--- config.mk ---
export PLATFORM = sky130hd
export DESIGN_NAME = wb_responder
export DESIGN_NICKNAME = d
export VERILOG_FILES = /design/src/rtl/wb_pkg_hdl.sv /design/src/rtl/wb_resp_regfile.sv /design/src/rtl/wb_responder.sv
export SDC_FILE = /design/constraint.sdc
export NUM_CORES = 1
export LEC_CHECK = 0
export CAP_MARGIN = 25
export CORE_MARGIN = 2
export CORE_UTILIZATION = 30
export DETAILED_ROUTE_END_ITERATION = 8
export PLACE_DENSITY_LB_ADDON = 0.2
export SETUP_SLACK_MARGIN = 0.3
export SLEW_MARGIN = 30
export SYNTH_ARGS = -nofsm -noshare
export SYNTH_HDL_FRONTEND = slang
export SYNTH_SLANG_ARGS = --single-unit
export TNS_END_PERCENT = 50
--- constraint.sdc ---
create_clock -name clk -period 7 [get_ports clk]
set_input_delay 1.4 -clock clk [delete_from_list [all_inputs] [get_ports clk]]
set_output_delay 1.4 -clock clk [all_outputs]
set_load 0.05 [all_outputs]
--- src/rtl/wb_pkg_hdl.sv ---
// Shared definitions for the HDL-side Wishbone responder.
//   wb_resp_state_t : responder FSM states (IDLE, WAIT, RESP)
//   wb_lanes()      : number of byte lanes for a given data width
package wb_pkg_hdl;

  localparam int unsigned WB_LANE_BITS = 8;

  typedef enum logic [1:0] {
    IDLE = 2'd0,
    WAIT = 2'd1,
    RESP = 2'd2
  } wb_resp_state_t;

  function automatic int unsigned wb_lanes(input int unsigned data_width);
    return data_width / WB_LANE_BITS;
  endfunction

endpackage

--- src/rtl/wb_resp_regfile.sv ---
// Register file behind the Wishbone responder.
//   clk, rst_n : clock, asynchronous active-low reset (clears every word)
//   wr_en      : write strobe; only lanes with wr_sel[i]=1 are updated
//   wr_idx     : word index for writes
//   wr_sel     : byte-lane enables
//   wr_data    : write data
//   rd_en      : read strobe; rd_data is loaded with the word, else cleared
//   rd_idx     : word index for reads
//   rd_data    : registered read data (zero on any cycle without rd_en)
module wb_resp_regfile
  import wb_pkg_hdl::*;
#(
  parameter int unsigned DATA_WIDTH = 32,
  parameter int unsigned DEPTH      = 16
) (
  input  logic                          clk,
  input  logic                          rst_n,
  input  logic                          wr_en,
  input  logic [$clog2(DEPTH)-1:0]      wr_idx,
  input  logic [DATA_WIDTH/8-1:0]       wr_sel,
  input  logic [DATA_WIDTH-1:0]         wr_data,
  input  logic                          rd_en,
  input  logic [$clog2(DEPTH)-1:0]      rd_idx,
  output logic [DATA_WIDTH-1:0]         rd_data
);

  localparam int unsigned BYTES = wb_lanes(DATA_WIDTH);

  logic [DATA_WIDTH-1:0] mem [DEPTH];

  always_ff @(posedge clk or negedge rst_n) begin
    if (!rst_n) begin
      for (int unsigned i = 0; i < DEPTH; i++) begin
        mem[i] <= '0;
      end
    end else if (wr_en) begin
      for (int unsigned b = 0; b < BYTES; b++) begin
        if (wr_sel[b]) begin
          mem[wr_idx][b*WB_LANE_BITS +: WB_LANE_BITS] <= wr_data[b*WB_LANE_BITS +: WB_LANE_BITS];
        end
      end
    end
  end

  // Cleared when idle so the bus data output is zero outside read acks.
  always_ff @(posedge clk or negedge rst_n) begin
    if (!rst_n) begin
      rd_data <= '0;
    end else if (rd_en) begin
      rd_data <= mem[rd_idx];
    end else begin
      rd_data <= '0;
    end
  end

endmodule

--- src/rtl/wb_responder.sv ---
// Wishbone B3 classic-cycle responder with a byte-enabled register file.
//   clk, rst_n : clock, asynchronous active-low reset
//   cyc, stb   : request valid when both high
//   we         : 1 = write, 0 = read
//   adr        : byte address; in range when BASE_ADDR <= adr < BASE_ADDR+DEPTH*bytes
//   sel        : byte lanes for writes (ignored for reads)
//   dat_wr     : write data
//   dat_rd     : read data, non-zero only alongside a read ack
//   ack        : one-cycle normal termination
//   err        : one-cycle error termination (out-of-range address)
//   busy       : transaction in progress
module wb_responder
  import wb_pkg_hdl::*;
#(
  parameter int unsigned           ADDR_WIDTH  = 32,
  parameter int unsigned           DATA_WIDTH  = 32,
  parameter int unsigned           DEPTH       = 16,
  parameter int unsigned           WAIT_STATES = 0,
  parameter logic [ADDR_WIDTH-1:0] BASE_ADDR   = '0
) (
  input  logic                    clk,
  input  logic                    rst_n,
  input  logic                    cyc,
  input  logic                    stb,
  input  logic                    we,
  input  logic [ADDR_WIDTH-1:0]   adr,
  input  logic [DATA_WIDTH/8-1:0] sel,
  input  logic [DATA_WIDTH-1:0]   dat_wr,
  output logic [DATA_WIDTH-1:0]   dat_rd,
  output logic                    ack,
  output logic                    err,
  output logic                    busy
);

  localparam int unsigned           BYTES   = wb_lanes(DATA_WIDTH);
  localparam int unsigned           IDX_W   = $clog2(DEPTH);
  localparam int unsigned           OFS_W   = $clog2(BYTES);
  localparam logic [ADDR_WIDTH:0]   SPAN    = (ADDR_WIDTH+1)'(DEPTH * BYTES);
  localparam logic [3:0]            WS_INIT = 4'((WAIT_STATES == 0) ? 0 : (WAIT_STATES - 1));

  wb_resp_state_t state, state_nxt;

  logic                    req;
  logic                    cap_we;
  logic [ADDR_WIDTH-1:0]   cap_adr;
  logic [DATA_WIDTH/8-1:0] cap_sel;
  logic [DATA_WIDTH-1:0]   cap_dat;
  logic [3:0]              cnt;

  logic                    cur_we;
  logic [ADDR_WIDTH-1:0]   cur_adr;
  logic [DATA_WIDTH/8-1:0] cur_sel;
  logic [DATA_WIDTH-1:0]   cur_dat;
  logic [ADDR_WIDTH-1:0]   cur_off;
  logic                    cur_hit;
  logic [IDX_W-1:0]        cur_idx;

  logic                    wr_en;
  logic                    rd_en;
  logic                    ack_d;
  logic                    err_d;
  logic                    busy_d;

  // In IDLE with no wait states the write commits on the capture edge
  // itself, so the live bus fields are used there; otherwise the captured
  // copies, which makes mid-transfer input changes irrelevant.
  always_comb begin
    req     = cyc & stb;
    cur_we  = (state == IDLE) ? we     : cap_we;
    cur_adr = (state == IDLE) ? adr    : cap_adr;
    cur_sel = (state == IDLE) ? sel    : cap_sel;
    cur_dat = (state == IDLE) ? dat_wr : cap_dat;
    cur_off = cur_adr - BASE_ADDR;
    cur_hit = (cur_adr >= BASE_ADDR) && ({1'b0, cur_off} < SPAN);
    cur_idx = cur_off[OFS_W +: IDX_W];
  end

  always_ff @(posedge clk or negedge rst_n) begin
    if (!rst_n) begin
      state <= IDLE;
    end else begin
      state <= state_nxt;
    end
  end

  always_comb begin
    state_nxt = state;
    unique case (state)
      IDLE: begin
        if (req) begin
          state_nxt = (WAIT_STATES > 0) ? WAIT : RESP;
        end
      end
      WAIT: begin
        if (!req) begin
          state_nxt = IDLE;
        end else if (cnt == 4'd0) begin
          state_nxt = RESP;
        end
      end
      RESP: state_nxt = IDLE;
      default: state_nxt = IDLE;
    endcase
  end

  always_comb begin
    wr_en  = (state_nxt == RESP) && cur_we && cur_hit;
    rd_en  = (state == RESP) && !cur_we && cur_hit;
    ack_d  = (state == RESP) && cur_hit;
    err_d  = (state == RESP) && !cur_hit;
    busy_d = (state != IDLE);
  end

  always_ff @(posedge clk or negedge rst_n) begin
    if (!rst_n) begin
      cap_we  <= 1'b0;
      cap_adr <= '0;
      cap_sel <= '0;
      cap_dat <= '0;
      cnt     <= '0;
    end else if (state == IDLE && req) begin
      cap_we  <= we;
      cap_adr <= adr;
      cap_sel <= sel;
      cap_dat <= dat_wr;
      cnt     <= WS_INIT;
    end else if (state == WAIT && cnt != 4'd0) begin
      cnt <= cnt - 4'd1;
    end
  end

  // Responses are registered off the FSM state, so they appear in the
  // cycle after RESP, aligned with the registered read data.
  always_ff @(posedge clk or negedge rst_n) begin
    if (!rst_n) begin
      ack  <= 1'b0;
      err  <= 1'b0;
      busy <= 1'b0;
    end else begin
      ack  <= ack_d;
      err  <= err_d;
      busy <= busy_d;
    end
  end

  wb_resp_regfile #(
    .DATA_WIDTH (DATA_WIDTH),
    .DEPTH      (DEPTH)
  ) u_regfile (
    .clk     (clk),
    .rst_n   (rst_n),
    .wr_en   (wr_en),
    .wr_idx  (cur_idx),
    .wr_sel  (cur_sel),
    .wr_data (cur_dat),
    .rd_en   (rd_en),
    .rd_idx  (cur_idx),
    .rd_data (dat_rd)
  );

endmodule

After elaboration in Yosys (flattened, before gate mapping). Cells that the tools add are included.

Magnitude comparators: 4. Multiplexer cells: 33. Reduce and logical (&&, ||, !) cells: 17. Bitwise logic cells: 2. Equality and inequality tests: 3. Add/subtract/negate cells: 1.

Operator list (count): $mux 512 (7); $bwmux 512 (4); $demux 32 s4 (4); $mux 32 (6); $bmux 32 s4 (1); $ge 32x1->1 const B (1); $lt 32x7->1 const B (1); $mux 24 (1); $mux 16 (1); $mux 4 (3); $logic_and 1x1->1 (10); $mux 8 (1); $mux 2 (3); $ge 5x5->1 const B (1); $lt 5x1->1 const B (1); $not 4->5 (1); $eq 2x2->1 const B (2); $logic_not 4->1 (1); $pmux 2 s2 (1); $reduce_bool 2->1 (2); $reduce_bool 4->1 (1); $sub 4x1->4 const B (1); $eq 2x1->1 const B (1); $logic_not 1->1 (2); other kinds (3) (3).

Word-level logic and storage cells: 86. Flip-flop bits (word level): 622.

Longest topological paths before layout.
Depth in word-level cells: 18. Mapped depth: 11.

Hierarchy. Synthesis repeated with hierarchy kept, for this count alone.

Cells, all modules: 2118. Area total of the unflattened synthesis: 27739.1 µm².

Modules (own cells, without submodules): wb_resp_regfile (cells an instance 1731, times used 1, area each 24234.5 µm², sequential area each 13613.1 µm²); wb_responder (cells an instance 387, times used 1, area each 3504.6 µm², sequential area each 1901.8 µm²).

Least setup slack after synthesis. OpenSTA, ideal clock, no wires.

Path kind: input-to-reg. From: input adr[13]. To: register u_regfile.mem[496] (netlist name). Arrival: 3312 ps. Required time: 6875 ps. Setup slack: 3563 ps. Setup time: 125 ps. Stages: 7. Cells stage by stage: nor4_1 > nand3_1 > o22ai_2 > nand4_4 > buf_12 > nor2_8 > mux2_4.

Longest elaborated chain between the ends: 4. Elaborated cells between the ends (all ways): 5.

Ends and longest elaborated chain: start, declared (line wb_responder.sv:26) `input logic [ADDR_WIDTH-1:0] adr,`; $mux 32 * (line wb_responder.sv:70) `cur_adr = (state == IDLE) ? adr : cap_adr;`; $ge 32x1->1 or $lt 32x7->1 (tied branches) (line wb_responder.sv:74) `cur_hit = (cur_adr >= BASE_ADDR) && ({1'b0, cur_off} < SPAN);`; $logic_and 1x1->1 * (line wb_responder.sv:74); $logic_and 1x1->1 * (line wb_responder.sv:107) `wr_en = (state_nxt == RESP) && cur_we && cur_hit;`; end signal, assigned by index (line wb_resp_regfile.sv:39) `mem[wr_idx][b*WB_LANE_BITS +: WB_LANE_BITS] <= wr_data[b*WB_LANE_BITS +: WB_LANE_BITS];`; end, declared (line wb_resp_regfile.sv:29) `logic [DATA_WIDTH-1:0] mem [DEPTH];`.

Mark *: on every way between the ends. The rest lies on a longest branch, timed or not. A chain may end at the register's enable or synchronous reset.

Worst setup path after layout.
From: input adr[9]. To: register u_regfile.mem[23] (netlist name).

Same word-level chain as after synthesis.

==> flow_summary.ini <==
[status]
outcome = completed

[power]
combPwrFrac_pct = 10.2
p_total_uw = 8580
swShare_pct = 25.4
peakVddDrop_mv = 0.163
power_switching_uw = 2180
power_frac_clock_pct = 44.1
power_density_nw_per_um2 = 267
power_frac_seq_pct = 45.6
p_int_uw = 6400
p_leak_uw = 0.0151

[placed_design]
hpwl_um = 46500
gp_congestion = 0.750
portBuffers = 105

[logic_synthesis]
synth-adder-area-share_pct = 0.0457
synth_ff_type = dfrtp_1
ys_async_sr_fraction_pct = 100
synth.area.top_cells = dfrtp_1 (57%), mux2_2 (19%), o22ai_1 (5.7%)
synth_top_family_by_area = multiplexers
synth_compound_area_share_pct = 8.73
seq_area_frac_synth_pct = 56.6
synth_top_cell_by_area = dfrtp_1
synth_cell_types = 46
synth-simple-area-share_pct = 10.8
syn_area_um2 = 27400
synth.avg_cell_area_um2 = 12.5
yosys_warnings = 0
synth_cells = 2191
synth_fp_nets = 2265
synth_edf_count = 0
synth_xor_area_share_pct = 0.0640
muxShareOfSynthArea_pct = 21.5
synth_top_area_share_pct = 56.6
ys_seq_elements = 620

[min_path]
min_path_type = register to register
hold_depth = 2

[routing]
wl_met3_um = 2500
dr.pass1.iters = 5
ant_nets = 0
wl_met2_um = 38900
first_iter_violations = 1040
top_layer = met4
finalWirelength_um = 78600
wl_per_cell_um = 22.5
drc = 0
vias = 18000
drt-met1-wl_um = 35200
avgViaCountPerCell = 5.16

[clock_tree]
cts_root_buf = clkbuf_16
ctsHoldBuffers = 0
post_cts_resized = 0
cts_made_buffers = 72
cts.clk_slew.worst_paths_ns = 0.06
clockBufferDepth = 3
clk-insertion-delay-late_ns = 0.62
cts_sinks = 620
h-tree-depth = 3
cts_setup_buffers = 0
cts_tree = yes

[sta]
report.final.slew_viol_count = 0
period_share_pct = 64.3
timing_worst_slew_pin_value_ns = 1.03
max_freq_mhz = 222
min_period_ns = 4.50
skew_ns = 0.0189
hold_ws_ns = 0.474
finalHoldViolCount = 0
grt_setup_unrepaired = false
tns_ns = 0
relSlewSlack_pct = 31.5
setup_violations = 0

[worst_setup_path]
cp-end-kind = register
ff2ff_path_depth = 7
required_ns = 7.49
worstPathArrival_ns = 4.99
criticalPathCategory = input port to register
crit_fanout = 16
startpoint_type = input port

[global_route]
grt_pass1_wl_um = 121000
antenna_found_initial = 1
globalRoute.totalOverflow = 0
grt_pass1_vias = 19400
grt_max_degree = 180
gr-usage-all-layers_pct = 16.9

[die]
coreArea_um2 = 90300
io_pins = 108
die_h_um = 306
dieArea_um2 = 93700
fp.dieW_um = 306
num_rows = 110
start_util_pct = 30.3

[finish]
final_cell_mix = dfrtp_1 (620), mux2_2 (469), nand2_1 (333), o22ai_1 (248), o21ai_0 (126)
layout.nets = 2330
final_common_cell = dfrtp_1
utilization_pct = 35.5
syn_to_final_growth_pct = 17.1
drive_gt1_share_pct = 31.2

[flow_run]
drv_cap = 0
-- power by group through the flow --
stage	combinational (µW)	clock [µW]	sequential [µW]
3_5_place_dp	884	0	3970
2_1_floorplan	537	0	3940
5_1_grt	973	4050	3940
6_report	878	3790	3910
4_1_cts	888	3900	3910
3_3_place_gp	865	0	3960
-- cells by family after synthesis --
group                      after synthesis
muxes                                  512
xor gates and xnor gates                 2
adders and majority gates                1
DFF                                    620
and+or+nand+nor                        515
AOI/OAI and AO/OA                      399
buffers and inverters                  142
-- worst paths after layout --
check | startpoint | to | slack [ns]
min in group asynchronous | rst_n | cap_dat[6] | 0.85
max in group asynchronous | rst_n | u_regfile.mem[79] | 4.64
worst max register to register | state[1] | u_regfile.mem[23] | 2.61
worst min-delay path | cap_adr[24] | cap_adr[24] | 0.47
worst min register to register | cap_adr[24] | cap_adr[24] | 0.47
worst max-delay path | adr[9] | u_regfile.mem[23] | 2.50
-- sequential cells by signal, indices dropped and copies added (netlist names) --
register / count
ack: 1
busy: 1
cap_adr: 30
cap_dat: 32
cap_sel: 4
cap_we: 1
cnt: 4
err: 1
state: 2
u_regfile.mem: 512
u_regfile.rd_data: 32
-- cell type report --
class	count	area, µm²
tap	1176	1470
timing repair buffer	128	1350
clock buffer	107	2100
fill	8726	58200
sequential	620	15500
multi-input combinational	1429	11300
clock inverter	24	300
antenna	1	2.50
inverter	5	18.8
-- routing by layer --
layer / up-vias / global-route usage [%]
met3: 115 / 2.48
li1: 8072 / -
met2: 314 / 29.0
met4: 0 / 5.12
met5: - / 0
met1: 9501 / 22.1
-- critical path, stage by stage --
cell and delay [ns]:
clkdlybuf4s50_1 0.43, nor4_1 0.41, nand3_1 0.17, o22ai_2 0.50
nand4_4 0.82, nand2b_1 0.75, mux2_1 0.46
-- through the flow --
stage	instance area (µm²)	setup WS, ns	cells
6_report	32100	2.50	3490
2_1_floorplan	27400	3.56	2191
3_5_place_dp	29600	1.85	3355
3_3_place_gp	29600	1.87	3355
4_1_cts	32000	2.49	3486
5_1_grt	32100	2.32	3489
-- cell usage after synthesis (11+ instances only) --
cell type	number
o21ai_0	126
o22ai_1	248
dfrtp_1	620
nor4_1	13
clkbuf_1	70
mux2_1	11
buf_1	52
nor2_1	39
nand3_1	11
mux2_4	32
nand4_1	31
nor2_8	39
nor2_4	12
mux2_2	469
nand2_1	333
Power figures use the tool's default switching activity.
